### config.mk
export PLATFORM = sky130hd
export DESIGN_NAME = oq_rr_input_arbiter
export DESIGN_NICKNAME = d
export VERILOG_FILES = /design/src/rtl/oq_rr_input_arbiter.sv
export SDC_FILE = /design/constraint.sdc
export NUM_CORES = 1
export LEC_CHECK = 0
export CAP_MARGIN = 25
export CORE_AREA = 2 2 145 147
export DETAILED_ROUTE_END_ITERATION = 6
export DIE_AREA = 0 0 147 149
export PLACE_DENSITY = 0.63
export SLEW_MARGIN = 15
export SYNTH_ARGS = -nofsm -noshare
export SYNTH_HDL_FRONTEND = slang
export SYNTH_SLANG_ARGS = --single-unit
export TNS_END_PERCENT = 5
### constraint.sdc
create_clock -name clk -period 1.95 [get_ports clk]
set_input_delay 0.195 -clock clk [delete_from_list [all_inputs] [get_ports clk]]
set_output_delay 0.195 -clock clk [all_outputs]
set_load 0.01 [all_outputs]
### src/rtl/oq_rr_input_arbiter.sv
// Packet-granular round-robin merge of NUM_QUEUES FWFT FIFOs into one data/ctrl stream.
// Define OQ_ARB_STRICT_PRIO_EN to replace round-robin with strict lowest-index priority.
module oq_rr_input_arbiter #(
  parameter int DATA_WIDTH = 64,
  parameter int CTRL_WIDTH = DATA_WIDTH / 8,
  parameter int NUM_QUEUES = 4,
  parameter int QSEL_WIDTH = $clog2(NUM_QUEUES)
) (
  input  logic                             clk,
  input  logic                             reset,
  input  logic [NUM_QUEUES*DATA_WIDTH-1:0] in_data,
  input  logic [NUM_QUEUES*CTRL_WIDTH-1:0] in_ctrl,
  input  logic [NUM_QUEUES-1:0]            in_empty,
  output logic [NUM_QUEUES-1:0]            in_rd_en,
  output logic [DATA_WIDTH-1:0]            out_data,
  output logic [CTRL_WIDTH-1:0]            out_ctrl,
  output logic                             out_wr,
  input  logic                             out_rdy,
  output logic [QSEL_WIDTH-1:0]            grant,
  output logic                             busy
);

  typedef enum logic [1:0] {IDLE, HDR, PAYLOAD} state_t;

  state_t                  state;
  logic [QSEL_WIDTH-1:0]   scan_start;
  logic [QSEL_WIDTH-1:0]   next_sel;
  logic                    found;
  logic [DATA_WIDTH-1:0]   head_data;
  logic [CTRL_WIDTH-1:0]   head_ctrl;
  logic                    pop;
  logic                    grant_is_last;

`ifdef OQ_ARB_STRICT_PRIO_EN
  assign scan_start = '0;
`else
  logic [QSEL_WIDTH-1:0]   rr_ptr;
  assign scan_start = rr_ptr;
`endif

  assign grant_is_last = (grant == QSEL_WIDTH'(NUM_QUEUES - 1));

  // Wrapping scan from scan_start; subtract instead of masking so non-power-of-two counts work.
  always_comb begin
    int idx;
    // NOTE: every comb output gets a default first so no path leaves it unassigned (no latch).
    idx      = 0;
    found    = 1'b0;
    next_sel = '0;
    for (int k = 0; k < NUM_QUEUES; k++) begin
      idx = int'(scan_start) + k;
      if (idx >= NUM_QUEUES) idx -= NUM_QUEUES;
      if (!found && !in_empty[idx]) begin
        found    = 1'b1;
        next_sel = QSEL_WIDTH'(idx);
      end
    end
  end

  always_comb begin
    head_data = '0;
    head_ctrl = '0;
    for (int i = 0; i < NUM_QUEUES; i++) begin
      if (grant == QSEL_WIDTH'(i)) begin
        head_data = in_data[i*DATA_WIDTH +: DATA_WIDTH];
        head_ctrl = in_ctrl[i*CTRL_WIDTH +: CTRL_WIDTH];
      end
    end
  end

  // Only the granted queue is ever popped, and never in IDLE (the per-packet bubble).
  always_comb begin
    in_rd_en = '0;
    if (state != IDLE && out_rdy) begin
      for (int i = 0; i < NUM_QUEUES; i++) begin
        if (grant == QSEL_WIDTH'(i)) in_rd_en[i] = !in_empty[i];
      end
    end
  end

  assign pop = |in_rd_en;

  always_ff @(posedge clk) begin
    if (reset) begin
      // NOTE: sequential state uses non-blocking assignments so all flops update together.
      state    <= IDLE;
      grant    <= '0;
      busy     <= 1'b0;
      out_wr   <= 1'b0;
      out_data <= '0;
      out_ctrl <= '0;
`ifdef OQ_ARB_STRICT_PRIO_EN
`else
      rr_ptr   <= '0;
`endif
    end else begin
      out_wr <= pop;
      if (pop) begin
        out_data <= head_data;
        out_ctrl <= head_ctrl;
      end
      case (state)
        IDLE: begin
          if (found) begin
            grant <= next_sel;
            busy  <= 1'b1;
            state <= HDR;
          end
        end
        HDR: begin
          if (pop && head_ctrl == '0) state <= PAYLOAD;
        end
        PAYLOAD: begin
          // Non-zero ctrl after payload marks EOP and releases the grant.
          if (pop && head_ctrl != '0) begin
            state <= IDLE;
            busy  <= 1'b0;
`ifdef OQ_ARB_STRICT_PRIO_EN
`else
            rr_ptr <= grant_is_last ? '0 : grant + 1'b1;
`endif
          end
        end
        default: state <= IDLE;
      endcase
    end
  end

endmodule

* Word-level counts from Yosys, hierarchy flattened
Index checks and enable logic that the tools add are counted.
Word-level totals: register bits after elaboration 80, bits in latches 0, RAM bits 0, bits in read-only memories 0, input bits 295, output and inout bits 80, word-level logic and storage cells 102, memories kept 0
Operators by class: $add $sub $neg 8, multiply operators 0, div/mod/pow operators 0, order comparisons 8, eq/ne operators 8, shift-type cells 0, muxes and demuxes 45, bitwise operators 0, reductions and logical operators 26
Operator list (count):
- two-way mux 64 bit | 4
- < comparator 32 x 4 -> 1 bit (second input constant) | 4
- two-way mux 32 bit | 4
- two-way mux 8 bit | 4
- two-way mux 1 bit | 18
- two-way mux 2 bit | 8
- subtractor 3 x 3 -> 4 bit (second input constant) | 3
- greater-or-equal comparator 3 bit (second input constant) | 3
- logical NOT 1 bit | 9
- binary-select mux 1 bit (select 2 bit) | 4
- logical NOT 8 bit | 1
- nonzero test 8 bit | 1
- adder 2 x 2 -> 3 bit (second input constant) | 2
- equality test 2 bit (second input constant) | 3
- logical AND 1 bit | 6
- != test 2 bit (second input constant) | 3
- case mux 2 bit (3 select lines) | 1
- AND reduction 3 bit | 2
- equality test 2 x 1 -> 1 bit (second input constant) | 2
- logical NOT 2 bit | 2
- two-way mux 4 bit | 1
- AND reduction 2 bit | 2
- nonzero test 2 bit | 2
- OR reduction 4 bit | 1
- 5 further kinds | 5

* Depth between registers and ports, before layout
Gate-level depths: netlist of the first run.
word-level depth 17, depth in mapped cells 13, mapped depth without buffers 8

* Worst setup path before layout of the first run
OpenSTA, ideal clock, no wires.
path type register -> register, start point register grant[1], end point register rr_ptr[0], arrival 2.140 ns, required time 1.829 ns, path slack -0.310 ns, cell stages (with the launch flop) 10, path buffers 2, cells stage by stage dfxtp_1 inv_1 ha_1 buf_2 buf_2 o211a_1 o22ai_1 nor4_4 nor3_1 mux2_2
On the way: longest elaborated chain between the ends 8, elaborated cells between the ends (all ways) 18, classes of those cells eq/ne (3); mux (10); reduce/logical (5)
Ends and longest elaborated chain:
- from (decl) | RTL line 19 | output logic [QSEL_WIDTH-1:0] grant,
- from (signal assigned) | RTL line 105 | grant <= next_sel;
- logical NOT 2 bit | RTL line 64, 76
- two-way mux 8 bit (4 in a row) | RTL line 64 | if (grant == QSEL_WIDTH'(i)) begin
- nonzero test 8 bit | RTL line 115 | if (pop && head_ctrl != '0) begin
- logical AND 1 bit | RTL line 115
- AND reduction 2 bit (no line)
- to (signal assigned) | RTL line 120 | rr_ptr <= grant_is_last ? '0 : grant + 1'b1;
- to (decl) | RTL line 37 | logic [QSEL_WIDTH-1:0] rr_ptr;
Several ways; a longest one is shown, not always the timed one. A chain may end at the register's enable or synchronous reset.

* Final worst setup path of the first run
start point register grant[0], end point register rr_ptr[0]
Same word-level chain as after synthesis.

==> results.ini, run 1 <==
[status]
status=finished with violations
failed_checks=negative setup slack

[pwr]
power_leakage_nw=3.63
power_density_mw_per_mm2=571
ir_drop_mv=0.368

[drt]
post_drt_wl_per_cell_um=17.1
via_count=6930
post-route-drc-count=0
ant_nets=0
via_per_inst=4.84
dr.first_iter.drc_count=243
firstDrtPassIters=5
routed_wl_um=24500

[layout]
area_delta_synth_final_pct=91.5
final_layout_size_suffix_gt1_frac=0.154
fin_nets=1450
layoutNonFillerInstCount=1432
design_area_mm2=0.0106

[place]
port_buffers=374
dp.cells=1399
dpl.hpwl_um=17800
place.gp.congestion=0.780
placed_area_mm2=0.00979

[yosys]
synth.avg_cell_area_um2=7.05
yosys_most_used_dff=dfxtp_1
synth_cell_types=39
yosysSeqAreaShare=0.289
syn_nets=1084
syn-cell-area_mm2=0.00554
synth_edf_count=0
async_reset_ff_frac=0
ys_ff_latch=80
ys_warn_count=0
syn_inst=785

[cts]
hold_buffers=0
tritoncts=yes
clockBufferDepth=2
root_buffer=clkbuf_16
cts_made_buffers=9
insertion_delay_ns=0.34
clk_pin_slew_ns=0.07
htree_levels=3
clock-sinks=80

[grt]
gr-max-usage-layer=met2
antenna_found_initial=1
grt_usage=0.201
grtUsageMet2=0.359
grt_use_met1=0.234
gr-usage-met3=0.0563
grt_pass1_vias=6587
grt_first_pass_wirelength_um=34800
overflow=0
grt_max_degree=79

[floorplanning]
dieHeight_um=149
die_area_mm2=0.0219
ios=375
coreArea_mm2=0.0206
placementRows=53
die_w_um=147
start_util=0.269

[timing]
timing.hold.ws_ns=0.244
slew_headroom=0.591
hold_violations=0
setup-violations-final=72
post-route-min-period_ns=2.15
maxSlewViolCount=0
post-route-period-util=1.10
max_freq_mhz=464
worst_pin_slew_ns=0.614
rsz0062_at_grt=true
setup_slack_ns=-0.203
finClkSkew_ns=0.00780

[run]
cap_violations=0

[setup_path]
path_class=reg2reg
critPathArrivalTime_ns=2.39
path_max_fanout=8
crit_path_end_kind=register
cp-start-kind=register
worstPathRequired_ns=2.19

[min_path]
min_path_type=in2reg

==> layout make-up <==
class	count	area (um2)
diodes	1	2.50
clock buffers	9	225
clock inverters	7	96.3
fillers	1990	9960
inverters	5	31.3
multi-input cells	620	3860
flip-flops and latches	80	1610
well taps	275	344
repair buffers	435	4430
==> kinds of logic (layout without fill, tap and decap cells) <==
group	Yosys count	after routing	share of synthesized area
AO/OA/AOI/OAI	300	300	0.355
adder cells (fa/ha/maj)	4	4	0.00904
buffers and inverters	85	456	0.0705
multiplexers	2	2	0.00384
other	0	1	0
flip-flops	80	80	0.289
AND/OR/NAND/NOR	314	314	0.272
==> worst max-delay path, stage by stage, from the launching register on <==
cell and delay, ns:
dfxtp_4 0.37, buf_12 0.11, ha_4 0.20, nand2b_4 0.28
o22ai_4 0.11, o22ai_2 0.24, nor4_4 0.09, nor3_2 0.28
mux2_2 0.37
==> stage by stage <==
step,utilization,power (mW),TNS [ns],setup WS [ns]
finish,0.516,6.06,-7.45,-0.203
global route,0.515,6.40,-13.34,-0.280
CTS,0.498,6.00,-9.18,-0.175
detailed placement,0.476,4.09,-14.56,-0.277
global placement,0.476,4.07,-11.49,-0.173
floorplan,-,2.91,-4.77,-0.0900
==> power breakdown <==
part           internal (mW)  leakage, nW  switching, mW  total [mW]
registers               1.77        0.655         0.0917        1.87
clock network           1.12        0.159          0.714        1.84
logic                   1.34         2.82           1.01        2.35
total                   4.24         3.63           1.81        6.06
==> state kept, by name, summed over array words and instances, names as in the netlist <==
| signal | count |
|---|---|
| rr_ptr | 2 |
| out_wr | 1 |
| out_data | 64 |
| grant | 2 |
| state | 2 |
| busy | 1 |
| out_ctrl | 8 |
==> Yosys cell counts (all sizes together) (2+ instances only) <==
library cell / instances / area (um2)
nand2: 155 / 582
nor4: 2 / 27.5
nor3b: 3 / 22.5
o211a: 8 / 80.1
or3: 8 / 50.1
o22ai: 12 / 75.1
inv: 5 / 18.8
nand3b: 64 / 480
nand2b: 4 / 32.5
dfxtp: 80 / 1600
a21oi: 139 / 696
buf: 33 / 194
a21o: 2 / 15.0
o21ai: 71 / 359
nor2: 71 / 269
nor3: 3 / 15.0
clkbuf: 47 / 178
o211ai: 64 / 706
ha: 4 / 50.1
==> cell usage in the layout, fill, tap and decap left out, types with 2 or more instances in the layout <==
cell type	count
nor2_1	69
o21ai_2	11
nand3b_1	64
clkdlybuf4s50_1	370
a21o_1	2
buf_4	44
clkbuf_16	14
o211ai_1	19
o21ai_0	5
a21oi_1	136
o22ai_4	7
nand2_1	155
inv_2	2
o21ai_1	54
o22ai_2	5
o211a_1	8
dfxtp_1	76
dfxtp_2	2
nor3b_4	3
buf_12	7
nor2_2	2
dfxtp_4	2
ha_4	4
clkinv_4	3
or3_1	7
buf_6	6
nand2b_1	3
a21oi_2	3
clkinv_2	2
bufinv_16	2
buf_16	2
o211ai_2	45
inv_1	2
==> what timing repair did <==
item                       4_1_cts  5_1_grt
pin swaps                        7       13
setup endpoints to repair       81       79
resized for setup               20       31
setup buffers                    3        8
gates cloned                     0        6
==> layer usage <==
layer / up-vias / share of wire
met4: 0 / 0.020
met1: 3104 / 0.40
met3: 30 / 0.079
met2: 281 / 0.50
met5: - / 0
li1: 3515 / -
==> final timing paths <==
check / from / slack, ns / to / depth (start not counted)
hold reg to reg: out_ctrl[2] / 0.46 / out_ctrl[2] / 2
setup / recovery: grant[0] / -0.20 / rr_ptr[0] / 8
hold / removal: reset / 0.24 / grant[1] / 2
setup reg to reg: grant[0] / -0.20 / rr_ptr[0] / 8
Power figures use the tool's default switching activity.
==> run 2, diff against run 1 <==
--- a/config.mk
+++ b/config.mk
@@ -9,7 +9,7 @@
 export CORE_AREA = 2 2 145 147
 export DETAILED_ROUTE_END_ITERATION = 6
 export DIE_AREA = 0 0 147 149
-export PLACE_DENSITY = 0.63
+export PLACE_DENSITY = 0.69
 export SLEW_MARGIN = 15
 export SYNTH_ARGS = -nofsm -noshare
 export SYNTH_HDL_FRONTEND = slang
==> run 2 against run 1 <==
The run still ends with negative setup slack left. Sequential power barely moved. Clock skew down 0.0034 ns. Total power is 4.3% lower. Worst setup slack better by 0.082 ns. Final cell count down 0.91%. Final area decreased by 3.4%. Critical endpoint is now out_data[56]. Combinational power down 4%. Clock-buffer cell count up 1.
==> results.ini, run 2 (synthesized netlist as in run 1, its figures left out) <==
[grt]
antenna_found_initial=1  ; unchanged
grt_first_pass_wirelength_um=34300  ; -1.2%
grt_usage=0.199  ; -0.00239
grt_max_degree=77  ; -2.5%
overflow=0  ; unchanged
grt_pass1_vias=6581  ; -0.091%

[pwr]
power_density_mw_per_mm2=566  ; -0.91%
power_leakage_nw=3.52  ; -3.2%
ir_drop_mv=0.354  ; -4.0%

[place]
place.gp.congestion=0.824  ; +5.7%
dp.cells=1396  ; -0.21%
port_buffers=374  ; unchanged
dpl.hpwl_um=17100  ; -4.2%
pre_cts_ws_ns=-0.267  ; +0.0102 ns

[drt]
ant_nets=0  ; unchanged
via_count=6891  ; -0.56%
routed_wl_um=22700  ; -7.3%
via_per_inst=4.86  ; +0.35%
post-route-drc-count=0  ; unchanged
dr.first_iter.drc_count=271  ; +12%
firstDrtPassIters=4  ; -1
post_drt_wl_per_cell_um=16.0  ; -6.5%

[timing]
slew_headroom=0.482  ; -0.109
setup-violations-final=72  ; unchanged
timing.hold.ws_ns=0.318  ; +0.0746 ns
setup_slack_ns=-0.121  ; +0.0821 ns
post-route-period-util=1.06  ; -0.0421
hold_violations=0  ; unchanged
max_freq_mhz=483  ; +4.0%
finClkSkew_ns=0.00441  ; -0.00339 ns
rsz0062_at_grt=true
worst_pin_slew_ns=0.777  ; +0.163 ns
maxSlewViolCount=0  ; unchanged
post-route-min-period_ns=2.07  ; -0.0821 ns

[cts]
hold_buffers=0  ; unchanged
root_buffer=clkbuf_16
insertion_delay_ns=0.34  ; about the same
cts_made_buffers=9  ; unchanged
clk_pin_slew_ns=0.06  ; about the same
htree_levels=3  ; unchanged
clock-sinks=80  ; unchanged
clockBufferDepth=2  ; unchanged
tritoncts=yes

[layout]
largest_reg_flops=64  ; unchanged
diodes=0  ; -1
layoutNonFillerInstCount=1419  ; -0.91%
layout_commonest_cell=clkdlybuf4s50_1
fillers=2013  ; +1.2%
mostFrequentLayoutCells=369 x clkdlybuf4s50_1, 155 x nand2_1, 131 x a21oi_1, 78 x dfxtp_1, 70 x nor2_1
area_delta_synth_final_pct=85.0
fin_nets=1438  ; -0.83%
multi_input_area_mm2=0.00374  ; -2.9%
reg_top3=out_data (64), out_ctrl (8)
seq_area_mm2=0.00161  ; -0.16%
finish.utilization=0.498  ; -0.0175
final_layout_size_suffix_gt1_frac=0.131  ; -0.0229
regMostFlops=out_data

[floorplanning]
die_w_um=147  ; unchanged
coreArea_mm2=0.0206  ; unchanged
die_area_mm2=0.0219  ; unchanged
start_util=0.269  ; unchanged
dieHeight_um=149  ; unchanged
ios=375  ; unchanged
placementRows=53  ; unchanged

[setup_path]
path_class=reg2reg
worstPathRequired_ns=2.22  ; +0.03 ns
path_max_fanout=68  ; +60
critPathArrivalTime_ns=2.34  ; -0.05 ns
crit_path_end_kind=register
cp-start-kind=register
r2r_cells=8  ; unchanged

[min_path]
hold_depth=2  ; unchanged
min_path_type=in2reg

[status]
status=finished with violations
failed_checks=negative setup slack

[run]
cap_violations=0  ; unchanged

[run 2: cell types whose count changed in the layout (fill, tap and decap cells not counted), moves of 3 or more]
cell,change
buf_4,-4
o22ai_4,-7
a21oi_2,+5
buf_6,-3
o21ai_2,-10
a21oi_1,-5
o21ai_1,+10
clkbuf_16,-5
o22ai_2,+5
[run 2: worst paths after layout]
| kind | startpoint | endpoint | slack [ns] |
|---|---|---|---|
| worst max-delay path | grant[0] | out_data[56] | -0.12 |
| worst max register to register | grant[0] | out_data[56] | -0.12 |
| worst min register to register | out_ctrl[1] | out_ctrl[1] | 0.46 |
| worst min-delay path | reset | out_data[43] | 0.32 |
[run 2: area by class of cell]
class / instances / area share
Timing Repair Buffer: 423 / 0.413
Multi-Input combinational cell: 620 / 0.366
Sequential cell: 80 / 0.157
Tap cell: 275 / 0.0336
Clock buffer: 10 / 0.0224
Clock inverter: 6 / 0.00587
Inverter: 5 / 0.00232
[run 2: critical path, stage by stage (launching register included)]
cell	delay, ns
dfxtp_4	0.39
inv_2	0.08
ha_4	0.20
nor3b_2	0.17
or4_4	0.59
buf_12	0.21
o211ai_1	0.13
o21ai_1	0.08
nor2_1	0.09
[run 2: routing by layer]
metal / routed length, um / part of all wire / track usage / vias up
met3: 1990 / 0.087 / 0.0661 / 31
met5: 17 / 0.00075 / 0 / -
li1: - / - / - / 3489
met4: 514 / 0.023 / 0.0615 / 2
met1: 8900 / 0.39 / 0.219 / 3098
met2: 11300 / 0.50 / 0.363 / 271
[run 2: stage by stage]
| step | instance area, um2 | total power [mW] | TNS (ns) |
|---|---|---|---|
| 3_5_place_dp | 9770 | 4.09 | -11.69 |
| 3_3_place_gp | 9770 | 4.07 | -8.99 |
| 5_1_grt | 10200 | 6.14 | -12.21 |
| 2_1_floorplan | 5670 | 2.91 | -4.77 |
| 6_report | 10200 | 5.80 | -5.69 |
| 4_1_cts | 10200 | 5.89 | -5.54 |
[run 2: report_power, final]
part | leakage (nW) | total [mW] | internal [mW] | switching [mW]
logic | 2.72 | 2.25 | 1.29 | 0.956
clock network | 0.140 | 1.69 | 0.987 | 0.707
registers | 0.654 | 1.86 | 1.77 | 0.0843
total | 3.52 | 5.80 | 4.05 | 1.75
[run 2: repair_timing]
action,CTS,global route
setup buffers,6,0
gates cloned,1,0
pin swaps,2,10
resized for setup,23,5
endpoints found under the setup margin,81,77
